## config.mk

```make
export PLATFORM = sky130hd
export DESIGN_NAME = div_seq_ctrl
export DESIGN_NICKNAME = d
export VERILOG_FILES = /design/src/rtl/div_seq_ctrl_pkg.sv /design/src/rtl/div_step_dp.sv /design/src/rtl/div_seq_ctrl.sv
export SDC_FILE = /design/constraint.sdc
export NUM_CORES = 1
export LEC_CHECK = 0
export BUFFER_PORTS_ARGS = -buffer_cell sky130_fd_sc_hd__buf_2
export CORE_MARGIN = 10
export CORE_UTILIZATION = 54
export CTS_CLUSTER_DIAMETER = 100
export DETAILED_ROUTE_END_ITERATION = 6
export PLACE_DENSITY = 0.75
export SLEW_MARGIN = 20
export SYNTH_ARGS = -nofsm -noshare
export SYNTH_HDL_FRONTEND = slang
export SYNTH_SLANG_ARGS = --single-unit
```

## constraint.sdc

```tcl
create_clock -name Clk -period 2.6 [get_ports Clk]
set_clock_uncertainty 0.05 [all_clocks]
set_input_delay 0.13 -clock Clk [delete_from_list [all_inputs] [get_ports Clk]]
set_output_delay 0.13 -clock Clk [all_outputs]
set_load 0.02 [all_outputs]
```

## src/rtl/div_seq_ctrl_pkg.sv

```systemverilog
// Shared types and constants for the program-2 divide sequencer.
package div_seq_pkg;

    typedef enum logic [3:0] {
        IDLE,
        RD0,
        RD1,
        RD2,
        RD3,
        DIV,
        WR0,
        WR1,
        WR2,
        DONE
    } state_t;

    localparam int          QUOT_W      = 24;
    localparam int          ITER_LAST   = 23;
    localparam logic [23:0] DIV0_RESULT = 24'hFFFFFF;

endpackage

```

## src/rtl/div_step_dp.sv

```systemverilog
// Restoring-divide datapath: one quotient bit per step, MSB of the numerator first.
module div_step_dp
    import div_seq_pkg::*;
(
    input  logic              clk,
    input  logic              rst,
    input  logic              load,
    input  logic              step,
    input  logic [QUOT_W-1:0] n,
    input  logic [7:0]        divisor,
    output logic [QUOT_W-1:0] q
);

    logic [QUOT_W-1:0] n_q, n_d;
    logic [QUOT_W-1:0] q_q, q_d;
    logic [8:0]        r_q, r_d;
    logic [7:0]        div_q, div_d;
    logic [8:0]        r_shift;
    logic              fits;

    // Remainder stays below the divisor, so its low 8 bits carry the whole value.
    assign r_shift = {r_q[7:0], n_q[QUOT_W-1]};
    assign fits    = (r_shift >= {1'b0, div_q});

    always_comb begin
        n_d   = n_q;
        q_d   = q_q;
        r_d   = r_q;
        div_d = div_q;
        if (load) begin
            n_d   = n;
            q_d   = '0;
            r_d   = '0;
            div_d = divisor;
        end else if (step) begin
            n_d = {n_q[QUOT_W-2:0], 1'b0};
            r_d = fits ? (r_shift - {1'b0, div_q}) : r_shift;
            q_d = {q_q[QUOT_W-2:0], fits};
        end
    end

    always_ff @(posedge clk or posedge rst) begin
        if (rst) begin
            n_q   <= '0;
            q_q   <= '0;
            r_q   <= '0;
            div_q <= '0;
        end else begin
            n_q   <= n_d;
            q_q   <= q_d;
            r_q   <= r_d;
            div_q <= div_d;
        end
    end

    assign q = q_q;

endmodule

```

## src/rtl/div_seq_ctrl.sv

```systemverilog
// Sequencer for the 16/8 fixed-point divide: operand fetch, 24-step divide,
// result write-back, and the Start/Ack handshake.
module div_seq_ctrl
    import div_seq_pkg::*;
#(
    parameter int ADDR_W    = 8,
    parameter int OPA_BASE  = 0,
    parameter int RES_BASE  = 4,
    parameter int FRAC_BITS = 8
) (
    input  logic              Clk,
    input  logic              Reset,
    input  logic              Start,
    output logic              Ack,
    output logic              Busy,
    output logic [ADDR_W-1:0] mem_addr,
    input  logic [7:0]        mem_rd_data,
    output logic [7:0]        mem_wr_data,
    output logic              mem_wr_en
);

    localparam int LAST_ITER = 16 + FRAC_BITS - 1;

    state_t            state_q, state_d;
    logic [4:0]        cnt_q, cnt_d;
    logic [7:0]        dvd_hi_q, dvd_hi_d;
    logic [7:0]        dvd_lo_q, dvd_lo_d;
    logic              div0_q, div0_d;
    logic [ADDR_W-1:0] addr_q, addr_d;
    logic              wr_en_q, wr_en_d;
    logic              ack_q, ack_d;
    logic              busy_q, busy_d;
    logic              dp_load, dp_step;
    logic [QUOT_W-1:0] dp_q;
    logic [QUOT_W-1:0] quot;

    div_step_dp u_dp (
        .clk     (Clk),
        .rst     (Reset),
        .load    (dp_load),
        .step    (dp_step),
        .n       ({dvd_hi_q, dvd_lo_q, {FRAC_BITS{1'b0}}}),
        .divisor (mem_rd_data),
        .q       (dp_q)
    );

    assign quot = div0_q ? DIV0_RESULT : dp_q;

    // Read data lags the address by one cycle, so each byte is captured a state later.
    always_comb begin
        state_d  = state_q;
        cnt_d    = cnt_q;
        dvd_hi_d = dvd_hi_q;
        dvd_lo_d = dvd_lo_q;
        div0_d   = div0_q;
        addr_d   = addr_q;
        wr_en_d  = wr_en_q;
        ack_d    = ack_q;
        busy_d   = busy_q;
        dp_load  = 1'b0;
        dp_step  = 1'b0;
        case (state_q)
            IDLE, DONE: begin
                if (Start) begin
                    state_d = RD0;
                    addr_d  = ADDR_W'(OPA_BASE);
                    div0_d  = 1'b0;
                    ack_d   = 1'b0;
                    busy_d  = 1'b1;
                end
            end
            RD0: begin
                state_d = RD1;
                addr_d  = ADDR_W'(OPA_BASE + 1);
                dp_load = 1'b1;
            end
            RD1: begin
                state_d  = RD2;
                addr_d   = ADDR_W'(OPA_BASE + 2);
                dvd_hi_d = mem_rd_data;
            end
            RD2: begin
                state_d  = RD3;
                dvd_lo_d = mem_rd_data;
            end
            RD3: begin
                dp_load = 1'b1;
                cnt_d   = '0;
                if (mem_rd_data != 8'd0) begin
                    state_d = DIV;
                end else begin
                    state_d = WR0;
                    div0_d  = 1'b1;
                    addr_d  = ADDR_W'(RES_BASE);
                    wr_en_d = 1'b1;
                end
            end
            DIV: begin
                dp_step = 1'b1;
                cnt_d   = cnt_q + 5'd1;
                if (cnt_q == 5'(LAST_ITER)) begin
                    state_d = WR0;
                    addr_d  = ADDR_W'(RES_BASE);
                    wr_en_d = 1'b1;
                end
            end
            WR0: begin
                state_d = WR1;
                addr_d  = ADDR_W'(RES_BASE + 1);
            end
            WR1: begin
                state_d = WR2;
                addr_d  = ADDR_W'(RES_BASE + 2);
            end
            WR2: begin
                state_d = DONE;
                wr_en_d = 1'b0;
                ack_d   = 1'b1;
                busy_d  = 1'b0;
            end
            default: begin
                state_d = IDLE;
                wr_en_d = 1'b0;
                ack_d   = 1'b0;
                busy_d  = 1'b0;
            end
        endcase
    end

    always_ff @(posedge Clk or posedge Reset) begin
        if (Reset) begin
            state_q  <= IDLE;
            cnt_q    <= '0;
            dvd_hi_q <= '0;
            dvd_lo_q <= '0;
            div0_q   <= 1'b0;
            addr_q   <= '0;
            wr_en_q  <= 1'b0;
            ack_q    <= 1'b0;
            busy_q   <= 1'b0;
        end else begin
            state_q  <= state_d;
            cnt_q    <= cnt_d;
            dvd_hi_q <= dvd_hi_d;
            dvd_lo_q <= dvd_lo_d;
            div0_q   <= div0_d;
            addr_q   <= addr_d;
            wr_en_q  <= wr_en_d;
            ack_q    <= ack_d;
            busy_q   <= busy_d;
        end
    end

    always_comb begin
        mem_wr_data = 8'd0;
        case (state_q)
            WR0:     mem_wr_data = quot[23:16];
            WR1:     mem_wr_data = quot[15:8];
            WR2:     mem_wr_data = quot[7:0];
            default: mem_wr_data = 8'd0;
        endcase
    end

    assign mem_addr  = addr_q;
    assign mem_wr_en = wr_en_q;
    assign Ack       = ack_q;
    assign Busy      = busy_q;

endmodule

```

# Word-level counts from Yosys, hierarchy flattened
# Index checks and enable logic that the tools add are counted.
# totals
input_bits,11
elab_cells,74
register_bits,101
# classes
addsub,2
eq_ne,13
magnitude_cmp,1
n_bitwise,2
n_mux,28
reduce_logical,15
# op_table
op,count
24-bit two-way mux,5
8-bit one-hot mux with 7 select lines,1
8-bit two-way mux,6
4-bit one-hot mux with 9 select lines,1
8-bit one-hot mux with 3 select lines,1
4-bit by 3-bit == test with 1-bit output (second input constant),4
7-bit OR reduction,2
5-bit one-hot mux with 2 select lines,1
9-bit by 8-bit greater-or-equal comparator with 1-bit output,1
4-bit by 2-bit == test with 1-bit output (second input constant),2
4-bit == test (second input constant),2
4-bit two-way mux,2
8-bit nonzero test,1
8-bit subtractor,1
7-bit nonzero test,1
1-bit two-way mux,6
2-bit inequality test (second input constant),3
1-bit one-hot mux with 3 select lines,2
3-bit AND reduction,2
2-bit nonzero test,3
5-bit by 1-bit adder with 5-bit output (second input constant),1
5-bit == test (second input constant),1
4-bit by 1-bit == test with 1-bit output (second input constant),1
4-bit zero test,1
other kinds (6),10

# Logic depth before layout (Yosys ltp)
# logic_depth
depth_word,4
ltp_mapped,9

# Cells and area by module
# Synthesis repeated with hierarchy kept, for this count alone.
# unflattened
cells_unflattened,489
area_unflattened_um2,4951.0
# by_module_without_submodules
module,instances,cells_each,seq_area_each_um2,area_each_um2
div_step_dp,1,316,1601.5,3208.1
div_seq_ctrl,1,173,800.8,1742.9

# Worst setup path after synthesis
# OpenSTA, ideal clock, no wires.
# synth_timing
path_kind,register -> register
startpoint,reg u_dp.r_q[3]
endpoint,reg u_dp.r_q[2]
period_less_slack_ns,1.918
path_buffers,1
arrival_time_ns,1.732
setup_slack_ns,0.682
setup_ns,0.136
path_stages_with_launch,8
cell_sequence,dfrtp_1 -> ha_1 -> a21oi_1 -> o221ai_1 -> a21oi_1 -> buf_2 -> mux2i_1 -> o21ai_0
# synth_via
elab_chain_len,4
# synth_lines
element,line_no,rtl
from (decl),div_step_dp.sv:16,"logic [8:0] r_q, r_d;"
from (signal assigned),div_step_dp.sv:51,r_q <= r_d;
9-bit by 8-bit greater-or-equal comparator with 1-bit output,div_step_dp.sv:23,"assign fits = (r_shift >= {1'b0, div_q});"
8-bit two-way mux,div_step_dp.sv:37,"r_d = fits ? (r_shift - {1'b0, div_q}) : r_shift;"
8-bit two-way mux,div_step_dp.sv:35,end else if (step) begin
8-bit two-way mux,div_step_dp.sv:30,if (load) begin
# No other way between the ends. The select of a mux whose other input is x is not followed.
# A chain may end at the register's enable or synchronous reset.

# Final worst setup path
# layout_timing
startpoint,reg state_q[0]
endpoint,out mem_wr_data[1]
# layout_via
elab_chain_len,2
# layout_lines
element,line_no,rtl
from (decl),div_seq_ctrl.sv:24,"state_t state_q, state_d;"
from (signal assigned),div_seq_ctrl.sv:142,state_q <= state_d;
4-bit == test / 4-bit by 3-bit == test with 1-bit output (equally long branches),div_seq_ctrl.sv:156,case (state_q)
8-bit one-hot mux with 3 select lines *,div_seq_ctrl.sv:156,
to (decl),div_seq_ctrl.sv:18,"output logic [7:0] mem_wr_data,"
# Mark *: on every way between the ends. The rest lies on a longest branch, timed or not.

==> summary.md <==
| Metric | Value |
|---|---|
| Run status | `finished, final reports clean` |
| Fin crit share | `88.8%` |
| Synth area leader | `dfrtp_1` |
| Area grow syn2layout | `11.4%` |
| Worst setup endpoint | `mem_wr_data[1]` |
| HPWL after detailed placement | `6.51 mm` |
| Largest net degree at the start of global routing | `41` |
| Max Slew Vio Count | `0` |
| Worst skew pair latency | `0.36 ns` |
| Initial antenna violation count | `0` |
| CP Data Arrival Time | `2.13 ns` |
| FF-to-FF setup slack | `0.43 ns` |
| Cell Pwr Density | `1300 nW/µm²` |
| First-pass GRT wire length | `16.0 mm` |
| Routed metal-1 wirelength | `4.32 mm` |
| Final WS setup | `0.292 ns` |
| Start of the worst register-to-register path | `u_dp.n_q[23]` |
| Worst path cell trace | `inv_1 > nand2_1 > nor2_1 > o21ai_0 > nand3_1 > buf_2` |
| # DRC | `0` |
| Leakage | `2.27 nW` |
| Final Setup Violations | `0` |
| Worst r2r dst | `u_dp.r_q[6]` |
| # diodes | `0` |
| Worst slew pin tran | `0.850 ns` |
| Gr usage total | `16.4%` |
| Startpoint Class | `flip-flop` |
| Htree depth | `3` |
| Setup Total Neg Slack | `0 ns` |
| Worst VDD drop | `668 µV` |
| Root buf cell | `clkbuf_8` |
| Final critical-path required period | `2.31 ns` |
| R2R depth | `8` |
| Sequential fraction of the synthesis area | `50.9%` |
| Post-route ant nets | `0` |
| #FFs+latches synth | `88` |
| Cell with the most instances after synthesis | `dfrtp_1` |
| CP required | `2.42 ns` |
| Library cells used by synthesis | `53` |
| TritonCTS buffer count | `9` |
| Reg clk slew, reported paths | `0.08 ns` |
| Vert. Die Dim | `109 µm` |
| Met3 wire length | `536 µm` |
| Syn Std Cell Area | `4320 µm²` |
| Synthesized area per cell | `10.1 µm²` |
| RSZ-0062 raised after global routing | `no` |
| Dpl ws | `0.437 ns` |
| GP Congestion | `0.899` |
| Final Hold Viols | `0` |
| Vias | `3,304` |
| Routed length on met2 | `4.39 mm` |
| Die X | `109 µm` |
| # fillers | `657` |
| DR iter-0 viols | `251` |
| CP max stage cell | `dfrtp_1` |
| Std cell rows | `32` |
| Grt total ovfl | `0` |
| Final WL | `9.32 mm` |
| Initial Utilization | `55.7%` |
| DRT Pass-1 Iters | `6` |
| Worst path max stage delay | `0.54 ns` |
| Post-DR wirelength/cell | `16.6 µm` |
| CTS Buffer Depth | `2` |
| Slew HR | `43.3%` |
| Share of layout cells above drive strength 1 | `17.6%` |
| Vias in the first global route | `3,331` |
| Largest cells by area after synthesis | `dfrtp_1, nand2_1, mux2_2, a222oi_1, a21oi_1` |
| Final net count | `475` |
| CP endpoint kind | `output pin` |
| Crit path from | `state_q[0]` |
| Synth cell count leaders | `dfrtp_1, nand2_1, inv_1` |
| Boundary Pins | `30` |
| Worst min-delay path startpoint | `mem_rd_data[1]` |
| Core area | `7770 µm²` |
| Synth Instances | `427` |
| Area share of the largest cell type after synthesis | `50.9%` |
| Hold Path Class | `in -> reg` |
| TritonCTS clock tree | `yes` |
| Main synth FF type | `dfrtp_1` |
| Max FO, Critical Path | `14` |
| Max Fclk | `0.433 GHz` |
| Clk sink count | `88` |
| MaxCap Viol Count | `0` |
| FFs w/ async S/R, synth | `100%` |
| Routed vias/inst | `5.89` |
| Highest routing layer actually used | `met4` |
| Port bufs | `24` |
| Post-synth EDFFs | `0` |
| Ys Warns | `0` |
| Worst setup path class | `reg -> out` |
| Die Area | `12,000 µm²` |
state kept, by name, indices dropped and copies added, names as in the netlist:
signal and flops:
mem_addr 3, u_dp.q 24, u_dp.n_q 16, div0_q 1
mem_wr_en 1, dvd_lo_q 8, dvd_hi_q 8, Ack 1
state_q 4, cnt_q 5, u_dp.r_q 8, u_dp.div_q 8
Busy 1
cells in the final DEF (no fill, tap or decap), drive strengths merged, types with 9 or more instances in the layout:
cell type,n
a21oi,27
a222oi,15
a22o,11
buf,39
clkbuf,9
dfrtp,88
ha,9
inv,30
mux2,17
nand2,54
nand2b,9
nand3,13
nor2,21
o21ai,28
cell families (layout without fill, tap and decap cells):
family	count (synthesis)	in the layout	synth area share [%]
AOI/OAI and AO/OA	122	122	20.0
xor gates and xnor gates	9	9	1.82
adders and majority gates	10	10	3.07
buffers and inverters	61	89	6.34
DFF	88	88	50.9
muxes	19	19	4.89
other	1	5	0.0867
and+or+nand+nor	117	117	12.8
cell type report:
cell class,count,area (µm²),share of cell area [%]
Clock buffer,9,124,2.57
Clock inverter,7,95.1,1.97
Inverter,30,114,2.36
Timing Repair Buffer,43,273,5.66
Multi-Input combinational cell,282,1880,39.0
Tap cell,102,128,2.65
Sequential cell,88,2200,45.7
metal layers:
metal  vias up  global-route usage [%]
met3        10                    3.51
met1      1629                    21.9
met4         0                    4.74
met2        87                    26.2
met5         -                       0
li1       1578                       -
critical path: cells and delay by family, from the launching register on:
family                 cells  cell delay (ns)
AOI/OAI and AO/OA          1             0.17
and+or+nand+nor            3             0.66
buffers and inverters      2             0.41
DFF                        1             0.54
power breakdown:
part	switching, mW	internal [mW]	leakage [nW]	total [mW]
clock	0.497	0.543	0.110	1.04
combinational	1.74	1.27	1.02	3.00
sequential	0.352	1.84	1.14	2.19
worst min path at each step:
stage | end | slack [ns] | cells after the start
after floorplan | div0_q | 0.18 | 1
after CTS | u_dp.div_q[1] | 0.005 | 3
after global routing | u_dp.div_q[0] | 0.02 | 2
after detailed placement | u_dp.q[1] | 0.20 | 2
after global placement | u_dp.q[1] | 0.19 | 2
final | u_dp.div_q[1] | 0.01 | 3
per-stage QoR:
step / area [µm²] / util (%) / hold slack (ns) / power (mW) / cells
5_1_grt: 4820 / 62.0 / 0.0225 / 6.74 / 561
4_1_cts: 4810 / 61.9 / 0.00469 / 6.25 / 561
2_1_floorplan: 4340 / - / 0.177 / 4.49 / 431
3_5_place_dp: 4550 / 58.6 / 0.197 / 5.19 / 541
6_report: 4820 / 62.0 / 0.0121 / 6.24 / 561
3_3_place_gp: 4550 / 58.6 / 0.189 / 5.08 / 541
timing repair:
item                       in CTS  in global routing
setup endpoints to repair       0                  8
hold endpoints to repair       40                  0
hold buffers                    4                  0
buffers inserted                0                  0
gates resized for setup         0                  2
Note: power is estimated with default switching activity, not from simulation.
